[src/rtl/zacore_common.sv]
// Shared types for the zacore memory subsystem: arbiter FSM states and the
// registered external bus request bundle.
package zacore_common;

    typedef enum logic [1:0] {
        ARB_IDLE,
        ARB_DATA,
        ARB_FETCH,
        ARB_RESP
    } arb_state_t;

    typedef struct packed {
        logic        we;
        logic [31:0] addr;
        logic [31:0] wdata;
        logic [3:0]  wmask;
    } mem_bus_req_t;

    localparam logic [3:0] STARVE_SAT = 4'hF;

endpackage

[src/rtl/zacore_mem_arbiter.sv]
// Single-outstanding arbiter between instruction fetch and the data port for
// one external memory bus. Data has priority; a starvation counter forces fetch.
module zacore_mem_arbiter
    import zacore_common::*;
#(
    parameter int STARVE_LIMIT = 4
) (
    input  logic        i_clk,
    input  logic        i_rst,
    input  logic        i_fetch_req,
    input  logic [31:0] i_fetch_addr,
    output logic [31:0] o_fetch_data,
    output logic        o_fetch_valid,
    output logic        o_fetch_stall,
    input  logic        i_data_read_req,
    input  logic        i_data_write_req,
    input  logic [31:0] i_data_addr,
    input  logic [31:0] i_data_write,
    input  logic [3:0]  i_data_write_mask,
    output logic [31:0] o_data_read,
    output logic        o_data_valid,
    output logic        o_data_stall,
    output logic        o_bus_req,
    output logic        o_bus_we,
    output logic [31:0] o_bus_addr,
    output logic [31:0] o_bus_wdata,
    output logic [3:0]  o_bus_wmask,
    input  logic        i_bus_ack,
    input  logic [31:0] i_bus_rdata,
    input  logic        i_invalidate,
    output arb_state_t  o_state
);

    localparam logic [3:0] LIMIT = 4'(STARVE_LIMIT);

    // Handshake: a requester raises its req and holds it (with stable address
    // and write data) until its one-cycle valid; the bus holds req/we/addr/
    // wdata/wmask stable until a one-cycle ack, rdata being valid with the ack.

    arb_state_t   state_q, state_d;
    logic [3:0]   starve_q;
    logic         drop_q;
    logic         resp_fetch_q;
    mem_bus_req_t bus_q;

    logic data_req;
    logic starved;
    logic grant_fetch;
    logic grant_data;

    assign data_req = i_data_read_req | i_data_write_req;
    assign starved  = i_fetch_req && (starve_q >= LIMIT);

    always_comb begin
        grant_fetch = 1'b0;
        grant_data  = 1'b0;
        if (state_q == ARB_IDLE) begin
            grant_fetch = i_fetch_req && !i_invalidate && (!data_req || starved);
            grant_data  = data_req && !grant_fetch;
        end
    end

    always_ff @(posedge i_clk or negedge i_rst) begin
        if (!i_rst) begin
            state_q <= ARB_IDLE;
        end else begin
            state_q <= state_d;
        end
    end

    always_comb begin
        state_d = state_q;
        case (state_q)
            ARB_IDLE: begin
                if (grant_data) begin
                    state_d = ARB_DATA;
                end else if (grant_fetch) begin
                    state_d = ARB_FETCH;
                end
            end
            ARB_DATA, ARB_FETCH: begin
                if (i_bus_ack) begin
                    state_d = ARB_RESP;
                end
            end
            ARB_RESP: state_d = ARB_IDLE;
            default:  state_d = ARB_IDLE;
        endcase
    end

    always_ff @(posedge i_clk or negedge i_rst) begin
        if (!i_rst) begin
            starve_q      <= '0;
            drop_q        <= 1'b0;
            resp_fetch_q  <= 1'b0;
            bus_q         <= '0;
            o_bus_req     <= 1'b0;
            o_fetch_data  <= '0;
            o_fetch_valid <= 1'b0;
            o_data_read   <= '0;
            o_data_valid  <= 1'b0;
        end else begin
            o_fetch_valid <= 1'b0;
            o_data_valid  <= 1'b0;
            case (state_q)
                ARB_IDLE: begin
                    drop_q <= 1'b0;
                    if (grant_data) begin
                        // A simultaneous read+write request is served as the write.
                        o_bus_req    <= 1'b1;
                        resp_fetch_q <= 1'b0;
                        bus_q.we     <= i_data_write_req;
                        bus_q.addr   <= i_data_addr;
                        bus_q.wdata  <= i_data_write_req ? i_data_write : 32'h0;
                        bus_q.wmask  <= i_data_write_req ? i_data_write_mask : 4'h0;
                    end else if (grant_fetch) begin
                        o_bus_req    <= 1'b1;
                        resp_fetch_q <= 1'b1;
                        bus_q        <= '{we: 1'b0, addr: i_fetch_addr, wdata: 32'h0, wmask: 4'h0};
                    end
                    if (grant_fetch || !i_fetch_req) begin
                        starve_q <= '0;
                    end else if (grant_data && starve_q != STARVE_SAT) begin
                        starve_q <= starve_q + 4'd1;
                    end
                end
                ARB_DATA, ARB_FETCH: begin
                    if (state_q == ARB_FETCH && i_invalidate) begin
                        drop_q <= 1'b1;
                    end
                    if (i_bus_ack) begin
                        o_bus_req <= 1'b0;
                        if (resp_fetch_q) begin
                            o_fetch_data  <= i_bus_rdata;
                            o_fetch_valid <= !(drop_q || i_invalidate);
                        end else begin
                            o_data_read  <= bus_q.we ? 32'h0 : i_bus_rdata;
                            o_data_valid <= 1'b1;
                        end
                    end
                end
                ARB_RESP: drop_q <= 1'b0;
                default:  drop_q <= 1'b0;
            endcase
        end
    end

    assign o_bus_we    = bus_q.we;
    assign o_bus_addr  = bus_q.addr;
    assign o_bus_wdata = bus_q.wdata;
    assign o_bus_wmask = bus_q.wmask;
    assign o_state     = state_q;

    // Stalls are gated by reset so every output reads 0 while reset is held.
    assign o_fetch_stall = i_rst && i_fetch_req && !o_fetch_valid;
    assign o_data_stall  = i_rst && data_req && !o_data_valid;

    a_one_data_req : assert property (@(posedge i_clk) disable iff (!i_rst)
        !(i_data_read_req && i_data_write_req))
        else $warning("zacore_mem_arbiter: read and write requested together, serving as write");

endmodule

[config.mk]
export PLATFORM = sky130hd
export DESIGN_NAME = zacore_mem_arbiter
export DESIGN_NICKNAME = d
export VERILOG_FILES = /design/src/rtl/zacore_common.sv /design/src/rtl/zacore_mem_arbiter.sv
export SDC_FILE = /design/constraint.sdc
export NUM_CORES = 1
export LEC_CHECK = 0
export BUFFER_PORTS_ARGS = -buffer_cell sky130_fd_sc_hd__buf_2
export CAP_MARGIN = 10
export CORE_MARGIN = 2
export CORE_UTILIZATION = 45
export CTS_BUF_LIST = sky130_fd_sc_hd__clkbuf_4
export CTS_CLUSTER_DIAMETER = 120
export DETAILED_ROUTE_END_ITERATION = 8
export GPL_ROUTABILITY_DRIVEN = 0
export PLACE_DENSITY = 0.86
export REMOVE_ABC_BUFFERS = 1
export SLEW_MARGIN = 25
export SYNTH_ARGS = -nofsm -noshare
export SYNTH_HDL_FRONTEND = slang
export SYNTH_SLANG_ARGS = --single-unit
[constraint.sdc]
create_clock -name i_clk -period 2.81 [get_ports i_clk]
set_clock_uncertainty 0.1 [all_clocks]
set_input_delay 0 -clock i_clk [delete_from_list [all_inputs] [get_ports i_clk]]
set_output_delay 0 -clock i_clk [all_outputs]
set_load 0.03 [all_outputs]
Yosys cells after proc, flatten, opt, wreduce, memory -nomap -nowiden

Cells that the tools add are included.

Bits in registers: 144
Input bits: 139
Output and inout port bits: 140
Word-level logic and storage cells: 82

Add/subtract/negate cells: 1
$lt $le $gt $ge: 1
Equality and inequality tests: 7
Muxes and demuxes: 26
Bitwise gates (word level): 2
Reduce and logical (&&, ||, !) cells: 32

Operator list:

| operator                                             | count |
|---|---|
| 2-to-1 mux 69 bit                                    | 2 |
| 2-to-1 mux 32 bit                                    | 2 |
| 2-to-1 mux 1 bit                                     | 13 |
| 2-to-1 mux 4 bit                                     | 3 |
| logical AND 1 bit                                    | 10 |
| AND reduction 3 bit                                  | 3 |
| zero test 1 bit                                      | 7 |
| 2-to-1 mux 2 bit                                     | 3 |
| case mux 2 bit (3 select lines)                      | 1 |
| AND reduction 2 bit                                  | 3 |
| nonzero test 2 bit                                   | 3 |
| adder 4 x 1 -> 4 bit (second input constant)         | 1 |
| == test 2 bit (second input constant)                | 2 |
| >= comparator 4 x 3 -> 1 bit (second input constant) | 1 |
| inequality test 2 bit (second input constant)        | 2 |
| inequality test 4 bit (second input constant)        | 1 |
| case mux 1 bit (2 select lines)                      | 2 |
| OR reduction 2 bit                                   | 2 |
| logical OR 1 bit                                     | 3 |
| inequality test 3 bit (second input constant)        | 1 |
| == test 2 x 1 -> 1 bit (second input constant)       | 1 |
| zero test 2 bit                                      | 1 |
| NOT 1 bit                                            | 1 |
| OR 1 bit                                             | 1 |

Logic depth before layout (Yosys ltp)

Gate-level depths: netlist (run 1).

Depth in word-level cells: 10
Gate-level depth with buffers: 9
Gate-level depth less buffers: 6

Worst setup path before layout (run 1)

Ideal clock, no wire load.

Path kind: register to register
From: reg state_q[0] (netlist: o_state[0])
To: reg o_data_read[3]
Arrival: 1824 ps
Setup slack: 752 ps
Stages on the path, launching flop included: 9
Path buffers: 2
Period minus slack after synthesis: 2058 ps
Cells stage by stage: dfrtp_1 inv_1 ha_1 nand2_1 or2_1 clkbuf_1 clkbuf_1 nand2_1 o21ai_0

Word-level cells in the longest chain between the ends: 3
Elaborated cells between the ends (all ways): 4

Ends and longest elaborated chain:

| item                                                    | line                      | source |
|---|---|---|
| from (decl)                                             | zacore_mem_arbiter.sv:40  | `arb_state_t state_q, state_d;` |
| from (signal assigned)                                  | zacore_mem_arbiter.sv:67  | `state_q <= state_d;` |
| == test 2 bit or == test 2 x 1 -> 1 bit (tied branches) | zacore_mem_arbiter.sv:105 | `case (state_q)` |
| OR reduction 2 bit *                                    | zacore_mem_arbiter.sv:105 |  |
| AND reduction 3 bit (no line) *                         | --                        |  |
| to (signal assigned)                                    | zacore_mem_arbiter.sv:137 | `o_data_read <= bus_q.we ? 32'h0 : i_bus_rdata;` |
| to (decl)                                               | zacore_mem_arbiter.sv:20  | `output logic [31:0] o_data_read,` |

Every way passes the cells marked *; elsewhere a longest branch is shown, timed or not.
A chain may end at the register's enable or synchronous reset.

Worst setup path in the final report (run 1)

From: reg state_q[0] (netlist: o_state[0])
To: reg bus_q, in the netlist o_bus_addr[16]

Word-level cells in the longest chain between the ends: 4
Elaborated cells between the ends (all ways): 6

Ends and longest elaborated chain:

| item                          | line                                                | source |
|---|---|---|
| zero test 2 bit *             | zacore_mem_arbiter.sv:57, zacore_mem_arbiter.sv:105 |  |
| 2-to-1 mux 1 bit              | zacore_mem_arbiter.sv:57                            | `if (state_q == ARB_IDLE) begin` |
| nonzero test 2 bit (no line)  | --                                                  |  |
| AND reduction 2 bit (no line) | --                                                  |  |
| to (signal assigned)          | zacore_mem_arbiter.sv:119                           | `bus_q <= '{we: 1'b0, addr: i_fetch_addr, wdata: 32'h0, wmask: 4'h0};` |
| to (decl)                     | zacore_mem_arbiter.sv:44                            | `mem_bus_req_t bus_q;` |

Marked as above.

==> results of run 1 <==
report_power, final:
part           total, mW  internal, mW  leakage, nW  switching (mW)
clock network       1.13         0.427        0.126           0.704
registers           3.56          2.97         1.83           0.587
logic               5.57          1.94         2.86            3.63
total               10.3          5.34         4.81            4.92
worst max-delay path: stages (launching register included):
cell and delay (ps):
dfrtp_1 420, inv_1 120, ha_2 380, o211ai_4 290, buf_4 290, mux2i_1 210
dlygate4sd3_1 580, o21ai_1 60
final timing paths:
check | end | startpoint | cells after the start
worst max-delay path | o_bus_addr[16] | o_state[0] | 7
worst min-delay path | o_bus_wdata[29] | i_data_write[29] | 3
worst max register to register | o_bus_addr[16] | o_state[0] | 7
worst min register to register | o_fetch_valid | drop_q | 1
max in group asynchronous | o_bus_wdata[15] | i_rst | 4
min in group asynchronous | o_state[1] | i_rst | 3
synth_stat cells (all sizes together):
master / number
a211o: 1
a21o: 4
a21oi: 4
a22o: 38
a31o: 1
a32oi: 1
and4b: 1
buf: 20
clkbuf: 12
dfrtp: 144
ha: 4
inv: 6
mux2: 33
mux2i: 34
nand2: 69
nand2b: 35
nand3: 4
nand3b: 1
nand4: 2
nor2: 4
nor3: 2
nor3b: 2
nor4b: 1
o211ai: 1
o21ai: 68
o31a: 1
o41ai: 1
or2: 2
through the flow:
step / total power [mW] / hold slack, ps / std cells / instance area [um^2]
finish: 10.3 / 98.2 / 1093 / 9130
CTS: 10.1 / 72.8 / 1091 / 9110
global route: 10.8 / 46.5 / 1093 / 9130
floorplan: 6.97 / -396 / 464 / 5820
detailed placement: 8.65 / -33.4 / 923 / 7500
global placement: 8.46 / -36.3 / 923 / 7500
cells by family (layout without fill, tap and decap cells):
kind of cell,count (synthesis),after routing
compound gates,120,121
fa+ha+maj,4,4
buf+inv,38,457
flops,144,144
mux,67,67
other cells,0,1
simple gates,123,123
sequential cells by signal (all words and copies together), names as in the netlist, 2 cells and up:
signal	cells
o_data_read	32
o_bus_addr	32
starve_q	4
o_state	2
o_fetch_data	32
o_bus_wmask	4
o_bus_wdata	32
placed cells by master, fill, tap and decap left out, types with 27 or more instances in the layout:
cell / instances
o21ai_0: 36
dfrtp_1: 144
dlygate4sd3_1: 139
nand2_1: 69
o21ai_1: 27
buf_2: 277
mux2i_1: 34
a22o_1: 38
mux2_2: 33
nand2b_1: 34
metal layers:
| metal | up-vias | routed length [um] | GRT usage |
|---|---|---|---|
| li1 | 2555 | - | - |
| met1 | 2749 | 7320 | 0.300 |
| met2 | 270 | 10900 | 0.505 |
| met3 | 105 | 1210 | 0.0813 |
| met4 | 0 | 1220 | 0.177 |
| met5 | - | 0 | 0 |
final cells by class:
cell class | instances | share of cell area
well taps | 176 | 0.0241
flip-flops and latches | 144 | 0.395
diodes | 1 | 0.000274
repair buffers | 422 | 0.311
clock inverters | 10 | 0.00809
inverters | 6 | 0.00247
multi-input cells | 315 | 0.243
clock buffers | 19 | 0.0156
timing repair:
item / in CTS / in global routing
endpoints found under the setup margin: 0 / 16
endpoints found under the hold margin: 286 / 0
gates resized for setup: 0 / 1
hold buffers: 139 / 0
buffers inserted: 0 / 0
==> results by group, run 1 <==
STA
  – Worst setup margin: 200 ps
  – Min Tclk post-route: 2610 ps
  – Final Hold Viols: 0
  – Fin crit share: 0.929
  – F_max: 0.383 GHz
  – Least-Margin Pin Slew: 1000 ps
  – Final setup TNS: 0 ps
  – Final Slew Violations: 0
  – Final setup violation count: 0
  – Slew HR: 0.331
  – RSZ-0062 raised after global routing: false

Finish
  – Post-layout util: 0.692
  – Multi-input logic area: 2220 um^2
  – Filler cell count: 934
  – Fin nets: 1049
  – P&R area growth vs syn: 50.4%
  – Share of cells above drive strength 1: 0.391
  – FF/Latch Area: 3600 um^2

Global route
  – First-pass GRT wire length: 31.3 mm
  – Total Routing Usage GR: 0.286
  – Largest net degree at the start of global routing: 103
  – Antenna violations before repair: 1
  – Number of global-route vias before repair: 6048
  – Grt ovf: 0

Synthesis
  – Post-synthesis compound-gate area fraction: 0.135
  – Simple-gate share of the synthesized area: 0.102
  – Xor/xnor cell area share of the yosys netlist: 0
  – Area contributors post-synth: dfrtp_1 (59%), mux2_2 (6.1%), mux2i_1 (5.6%)
  – Seq/Total Area, Yosys: 0.594
  – Synth cell types: 38
  – Cell count after synthesis: 496
  – Synth area leader: dfrtp_1
  – Mux contribution to synthesized area: 0.117
  – Post-Syn Area: 6070 um^2
  – Adder-cell share of the synthesized area: 0.00825
  – Synthesized flop and latch total: 144
  – Mean post-synth cell area: 12.2 um^2
  – Largest family of logic cells by synthesized area: compound AO/OA/AOI/OAI gates
  – Syn. warnings: 0
  – Top-area cell type share of the netlist area: 0.594

Placed design
  – Pre-CTS setup slack: 390 ps
  – IO Port Bufs: 278
  – Dpl hpwl: 11.5 mm

Floorplan
  – Die Height: 120 um
  – Core Rows: 42
  – Core Box Area: 13200 um^2
  – Starting Density: 0.460
  – Die X: 120 um
  – Die area: 14400 um^2
  – I/O pins: 279

Status
  – Status: finished, final reports clean

Worst setup path
  – Critical Path Fanout Max: 11
  – Setup crit start kind: register
  – Crit Path Class: register to register
  – Worst Path Required: 3090 ps
  – Crit end category: register
  – R2r setup slk: 200 ps
  – Worst Path Arrival: 2890 ps

Drt
  – Via count of the routed design: 5679
  – DRT iter0 DRCs: 331
  – Antenna-violating nets left: 0
  – Vias per cell: 5.20
  – DRT Pass-1 Iters: 5
  – Routed wire length: 20.7 mm
  – Routed WL per cell: 18.9 um
  – # DRC: 0

Run
  – Max Cap Viol: 0

Clock network
  – CTS Sinks: 144
  – Clock latency on the worst-skew pair: 530 ps
  – H-tree depth: 4
  – Bufs on Longest Clock Path: 2
  – Root Buffer: clkbuf_4
  – CTS Buf Count: 17
  – CTS tree: yes
  – Clk slew on worst S/H paths: 140 ps

Worst hold path
  – Worst Hold Class: input port to register

Power
  – LEAKAGE: 4.81 nW
  – Peak VDD IR: 0.701 mV
  – Pwr/cell area: 1120 nW/um^2
(Power assumes the default switching activity.)
==> inputs of run 2 (changes only) <==
clock period = 3.23 ns   (was 2.81 ns; I/O delays follow)
==> run 2 against run 1 <==
- non-clock buffer count rose by 2
- critical path type unchanged
- critical endpoint is now o_bus_addr[29]
- flip-flop and latch count did not move
- via count increased by 0.48%
- register-to-register slack better by 310 ps
- combinational power decreased by 13%
- clock power hardly changed
- routed wire length is 1.4% lower
==> results by group, run 2 (synthesized netlist as in run 1, its figures left out) <==
Status
  – Status: finished, final reports clean

Drt
  – Routed WL per cell: 18.6 um (-1.9%)
  – Via count of the routed design: 5706 (+0.48%)
  – DRT Pass-1 Iters: 5 (unchanged)
  – Vias per cell: 5.20 (about the same)
  – Routed wire length: 20.4 mm (-1.4%)
  – Antenna-violating nets left: 0 (unchanged)
  – DRT iter0 DRCs: 346 (+4.5%)
  – # DRC: 0 (unchanged)

Global route
  – Largest net degree at the start of global routing: 73 (-29%)
  – Total Routing Usage GR: 0.281 (-0.00523)
  – First-pass GRT wire length: 30.8 mm (-1.6%)
  – Antenna violations before repair: 3 (+2)
  – Number of global-route vias before repair: 5900 (-2.4%)
  – Grt ovf: 0 (unchanged)

Clock network
  – Clk slew on worst S/H paths: 110 ps (-30 ps)
  – Root Buffer: clkbuf_4
  – CTS Buf Count: 17 (unchanged)
  – Post-CTS Resized: 0 (unchanged)
  – H-tree depth: 4 (unchanged)
  – Clock latency on the worst-skew pair: 540 ps (about the same)
  – CTS Sinks: 144 (unchanged)
  – Bufs on Longest Clock Path: 2 (unchanged)
  – CTS tree: yes

Finish
  – P&R area growth vs syn: 52.1%
  – Fin nets: 1050 (+0.095%)
  – Most frequent cells in the layout: buf_2 (277), dfrtp_1 (144), dlygate4sd3_1 (139), nand2_1 (69), a22o_1 (38)
  – Commonest non-fill, non-tap cell in the layout: buf_2
  – Share of cells above drive strength 1: 0.393 (+0.00199)

STA
  – F_max: 0.368 GHz (-4.0%)
  – Slew HR: 0.346 (+0.0146)
  – Worst setup margin: 511 ps (+311 ps)
  – Final Slew Violations: 0 (unchanged)
  – Final setup TNS: 0 ps (unchanged)
  – Fin crit share: 0.842 (-0.0872)
  – Final setup violation count: 0 (unchanged)
  – Least-Margin Pin Slew: 982 ps (-22.0 ps)
  – Min Hold Slack: 96.1 ps (-2.09 ps)
  – Final Hold Viols: 0 (unchanged)
  – RSZ-0062 raised after global routing: false
  – Min Tclk post-route: 2720 ps (+109 ps)

Worst setup path
  – Slowest stage delay, CP: 590 ps (about the same)
  – Critical Path Fanout Max: 16 (+5)
  – CP cell instances: inv_1 -> ha_1 -> o211ai_4 -> buf_16 -> buf_4 -> mux2i_1 -> dlygate4sd3_1 -> o21ai_1
  – Highest-delay cell along the critical path: dlygate4sd3_1
  – Crit end category: register
  – Worst Path Required: 3550 ps (+460 ps)
  – Worst Path Arrival: 3040 ps (+150 ps)
  – Crit Path Class: register to register
  – R2R cell count: 8 (+1)
  – Setup crit start kind: register

Power
  – Switching share of power: 0.471 (-0.00842)
  – Power share of the combinational group: 0.536 (-0.007)
  – Pwr/cell area: 986 nW/um^2 (-12%)
  – Clock share of power: 0.123 (+0.013)
  – P_int: 4.81 mW (-10%)
  – Flop pwr share: 0.341 (-0.006)
  – Peak VDD IR: 0.595 mV (-15%)
  – P_sw: 4.29 mW (-13%)
  – LEAKAGE: 4.87 nW (+1.2%)

Placed design
  – IO Port Bufs: 278 (unchanged)
  – Dpl hpwl: 11.6 mm (+0.71%)
  – Pre-CTS setup slack: 886 ps (+497 ps)

Floorplan
  – Die X: 120 um (unchanged)
  – Core Box Area: 13200 um^2 (unchanged)
  – I/O pins: 279 (unchanged)
  – Core Rows: 42 (unchanged)
  – Die Height: 120 um (unchanged)
  – Starting Density: 0.460 (unchanged)
  – Die area: 14400 um^2 (unchanged)

Worst hold path
  – Worst Hold Class: input port to register
  – WHS Path Cells: 3 (unchanged)

Run
  – Max Cap Viol: 0 (unchanged)
-- run 2: area by class of cell --
type                            instances  area [um^2]
Fill cell                             867         3960
Sequential cell                       144         3600
Timing Repair Buffer                  424         2910
Multi-Input combinational cell        314         2200
Tap cell                              176          220
Clock buffer                           23          173
Clock inverter                          8         90.1
Inverter                                6         22.5
Antenna cell                            3         7.51
-- run 2: final timing paths --
kind / slack [ps] / end / start
worst max-delay path: 510 / o_bus_addr[29] / o_state[0]
worst min-delay path: 100 / o_bus_wdata[19] / i_data_write[19]
worst max register to register: 510 / o_bus_addr[29] / o_state[0]
worst min register to register: 330 / o_fetch_valid / drop_q
max in group asynchronous: 2190 / o_bus_wdata[25] / i_rst
min in group asynchronous: 500 / o_fetch_data[26] / i_rst
-- run 2: worst max-delay path, delay by kind of cell, from the launching register on --
| family | cells | cell delay (ps) |
|---|---|---|
| DFF | 1 | 420 |
| adders and majority gates | 1 | 410 |
| muxes | 1 | 190 |
| AOI/OAI and AO/OA | 2 | 330 |
| buffers and inverters | 4 | 1150 |
-- run 2: power by group through the flow --
| stage | registers, mW | logic (mW) | clock network, mW |
|---|---|---|---|
| 3_5_place_dp | 3.08 | 4.46 | 0 |
| 5_1_grt | 3.18 | 5.13 | 1.23 |
| 6_report | 3.10 | 4.87 | 1.12 |
| 4_1_cts | 3.06 | 4.73 | 1.14 |
| 3_3_place_gp | 3.05 | 4.35 | 0 |
| 2_1_floorplan | 4.53 | 1.54 | 0 |
-- run 2: layer usage --
layer / GRT usage / part of all wire
met1: 0.304 / 0.36
met2: 0.487 / 0.53
met3: 0.0751 / 0.054
met4: 0.176 / 0.060
met5: 0 / 0
-- run 2: what timing repair did --
| action | 4_1_cts | 5_1_grt |
|---|---|---|
| hold buffers | 140 | 0 |
| endpoints found under the hold margin | 286 | 0 |
| setup buffers | 0 | 0 |
-- run 2: through the flow --
step	instances	area (um^2)	utilization	power, mW
5_1_grt	1098	9230	0.700	9.54
4_1_cts	1094	9190	0.697	8.93
2_1_floorplan	464	5820	-	6.07
6_report	1098	9230	0.700	9.09
3_5_place_dp	923	7510	0.569	7.54
3_3_place_gp	923	7510	0.569	7.39
==> inputs of run 3 (changes only) <==
CORE_UTILIZATION = 44   (was 45)
PLACE_DENSITY = 0.88   (was 0.86)
clock period = 2.2 ns   (was 3.23 ns; I/O delays follow)
==> run 3 against run 2 <==
- critical path depth shrank 2
- final cell count up 0.82%
- clock power is 44% higher
- die area is 2.2% higher
- total power grew 46%
- routed wire length grew 3.8%
- combinational power increased by 46%
- register-to-register slack lost 380 ps
- sequential share of layout area down 0.40 points
- largest power group unchanged
==> results by group, run 3 (synthesized netlist as in run 1, its figures left out) <==
Status
  – Status: finished, final reports clean

Worst hold path
  – WHS Endpoint: o_bus_wdata[22]
  – Worst Hold Class: input port to register
  – WHS Path Cells: 3 (unchanged)
  – Min-delay src: i_data_write[22]

Worst setup path
  – Crit Path Class: register to register
  – R2r setup slk: 130 ps (-380 ps)
  – CP cell instances: inv_1 -> ha_2 -> nand3_1 -> buf_12 -> nor3_1 -> dlygate4sd3_1
  – Slowest stage delay, CP: 560 ps (-30 ps)
  – Crit path max-delay family: buffers and inverters
  – Crit end category: register
  – Reg-to-reg startpoint: o_state[0]
  – Reg2reg end: o_fetch_valid
  – R2R cell count: 6 (-2)
  – Worst Path Required: 2570 ps (-980 ps)
  – Highest-delay cell along the critical path: dlygate4sd3_1
  – Setup crit start kind: register
  – Critical Path Fanout Max: 33 (+17)
  – Worst Path Arrival: 2430 ps (-610 ps)
  – CP Buf/Inv Count: 3 (-1)

STA
  – Final setup violation count: 0 (unchanged)
  – Slew HR: 0.581 (+0.235)
  – Min Hold Slack: 105 ps (+8.89 ps)
  – Final Hold Viols: 0 (unchanged)
  – Final Slew Violations: 0 (unchanged)
  – Fin crit share: 0.939 (+0.0975)
  – RSZ-0062 raised after global routing: false
  – Min Tclk post-route: 2070 ps (-652 ps)
  – Final setup TNS: 0 ps (unchanged)
  – F_max: 0.484 GHz (+32%)
  – Least-Margin Pin Slew: 626 ps (-356 ps)

Floorplan
  – Die area: 14700 um^2 (+2.2%)
  – Die Height: 121 um (+1.1%)
  – Starting Density: 0.455 (-0.00543)
  – Die X: 121 um (+1.1%)
  – I/O pins: 279 (unchanged)
  – Core Box Area: 13300 um^2 (+1.2%)
  – Core Rows: 42 (unchanged)

Global route
  – Largest net degree at the start of global routing: 94 (+29%)
  – Routing usage on met1: 0.304 (-0.000701)
  – First-pass GRT wire length: 32.5 mm (+5.6%)
  – Antenna violations before repair: 2 (-1)
  – Layer with the highest usage: met2
  – Met2 usage: 0.505 (+0.0177)
  – Number of global-route vias before repair: 6335 (+7.4%)
  – Met3 GRT Util: 0.0822 (+0.00714)
  – Grt ovf: 0 (unchanged)
  – Total Routing Usage GR: 0.291 (+0.00967)

Finish
  – Fin nets: 1058 (+0.76%)
  – Filler cell count: 913 (+5.3%)
  – Commonest non-fill, non-tap cell in the layout: buf_2
  – Share of cells above drive strength 1: 0.399 (+0.00589)
  – FF/Latch Area: 3600 um^2 (unchanged)
  – Multi-input logic area: 2210 um^2 (+0.11%)
  – Non-filler cells, final: 1107 (+0.82%)
  – P&R area growth vs syn: 53.7%
  – Final instance area: 9320 um^2 (+1.0%)
  – Most frequent cells in the layout: buf_2 (277), dfrtp_1 (144), dlygate4sd3_1 (140), nand2_1 (69), a22o_1 (38)

Placed design
  – Placed cell count: 930 (+0.76%)
  – DP Area: 7610 um^2 (+1.4%)
  – Dpl hpwl: 12.1 mm (+3.8%)
  – IO Port Bufs: 278 (unchanged)

Drt
  – # DRC: 0 (unchanged)
  – Routed WL per cell: 19.1 um (+2.9%)
  – DRT Pass-1 Iters: 6 (+1)
  – DRT iter0 DRCs: 422 (+22%)
  – Via count of the routed design: 5851 (+2.5%)
  – Antenna-violating nets left: 0 (unchanged)
  – Vias per cell: 5.29 (+1.7%)
  – Routed wire length: 21.2 mm (+3.8%)

Power
  – Pwr/cell area: 1420 nW/um^2 (+44%)
  – LEAKAGE: 4.91 nW (+0.72%)
  – Peak VDD IR: 0.880 mV (+48%)

Clock network
  – Bufs on Longest Clock Path: 2 (unchanged)
  – CTS Buf Count: 17 (unchanged)
  – H-tree depth: 4 (unchanged)
  – Root Buffer: clkbuf_4
  – CTS tree: yes
  – Clock latency on the worst-skew pair: 520 ps (-20 ps)
  – Clk slew on worst S/H paths: 140 ps (+30 ps)
  – CTS Sinks: 144 (unchanged)

Run
  – Max Cap Viol: 0 (unchanged)
run 3: worst max path at each step:
stage / startpoint / to / slack (ps) / cells past startpoint
final: o_state[0] / o_fetch_valid / 130 / 6
after global routing: o_state[0] / o_fetch_valid / 10 / 6
after CTS: o_state[1] / o_fetch_valid / 90 / 6
after detailed placement: o_state[0] / o_bus_req / 200 / 7
after global placement: o_state[0] / o_bus_req / 270 / 7
after floorplan: o_state[0] / o_bus_req / -530 / 6
run 3: timing repair:
action	CTS	global route
buffers inserted	0	1
hold buffers	141	0
setup endpoints to repair	0	1
resized for setup	0	1
hold endpoints to repair	287	0
run 3: area by class of cell:
cell class              count  area share
multi-input cells         314       0.237
inverters                   6     0.00242
well taps                 176      0.0236
diodes                      3    0.000805
clock inverters            14      0.0138
flip-flops and latches    144       0.386
repair buffers            432       0.322
clock buffers              18      0.0145
run 3: worst reg2reg max path, stage by stage (launching register included):
cell and delay [ps]:
dfrtp_1 410, inv_1 90, ha_2 390, nand3_1 130
buf_12 200, nor3_1 130, dlygate4sd3_1 560
run 3: metal layers:
metal,vias to the layer above,routed length (um)
met4,0,1540
met3,138,1150
met5,-,0
met1,2809,7200
met2,320,11300
li1,2584,-
run 3: metrics by stage:
| stage | power (mW) | utilization | worst slack [ps] |
|---|---|---|---|
| after global placement | 11.0 | 0.570 | 269 |
| after detailed placement | 11.2 | 0.570 | 204 |
| final | 13.3 | 0.699 | 134 |
| after CTS | 13.0 | 0.697 | 91.3 |
| after global routing | 13.9 | 0.698 | 10.0 |
| after floorplan | 8.91 | - | -531 |
run 3: where the power goes:
part	internal (mW)	switching (mW)
clock	0.587	1.02
sequential	3.80	0.723
combinational	2.47	4.66
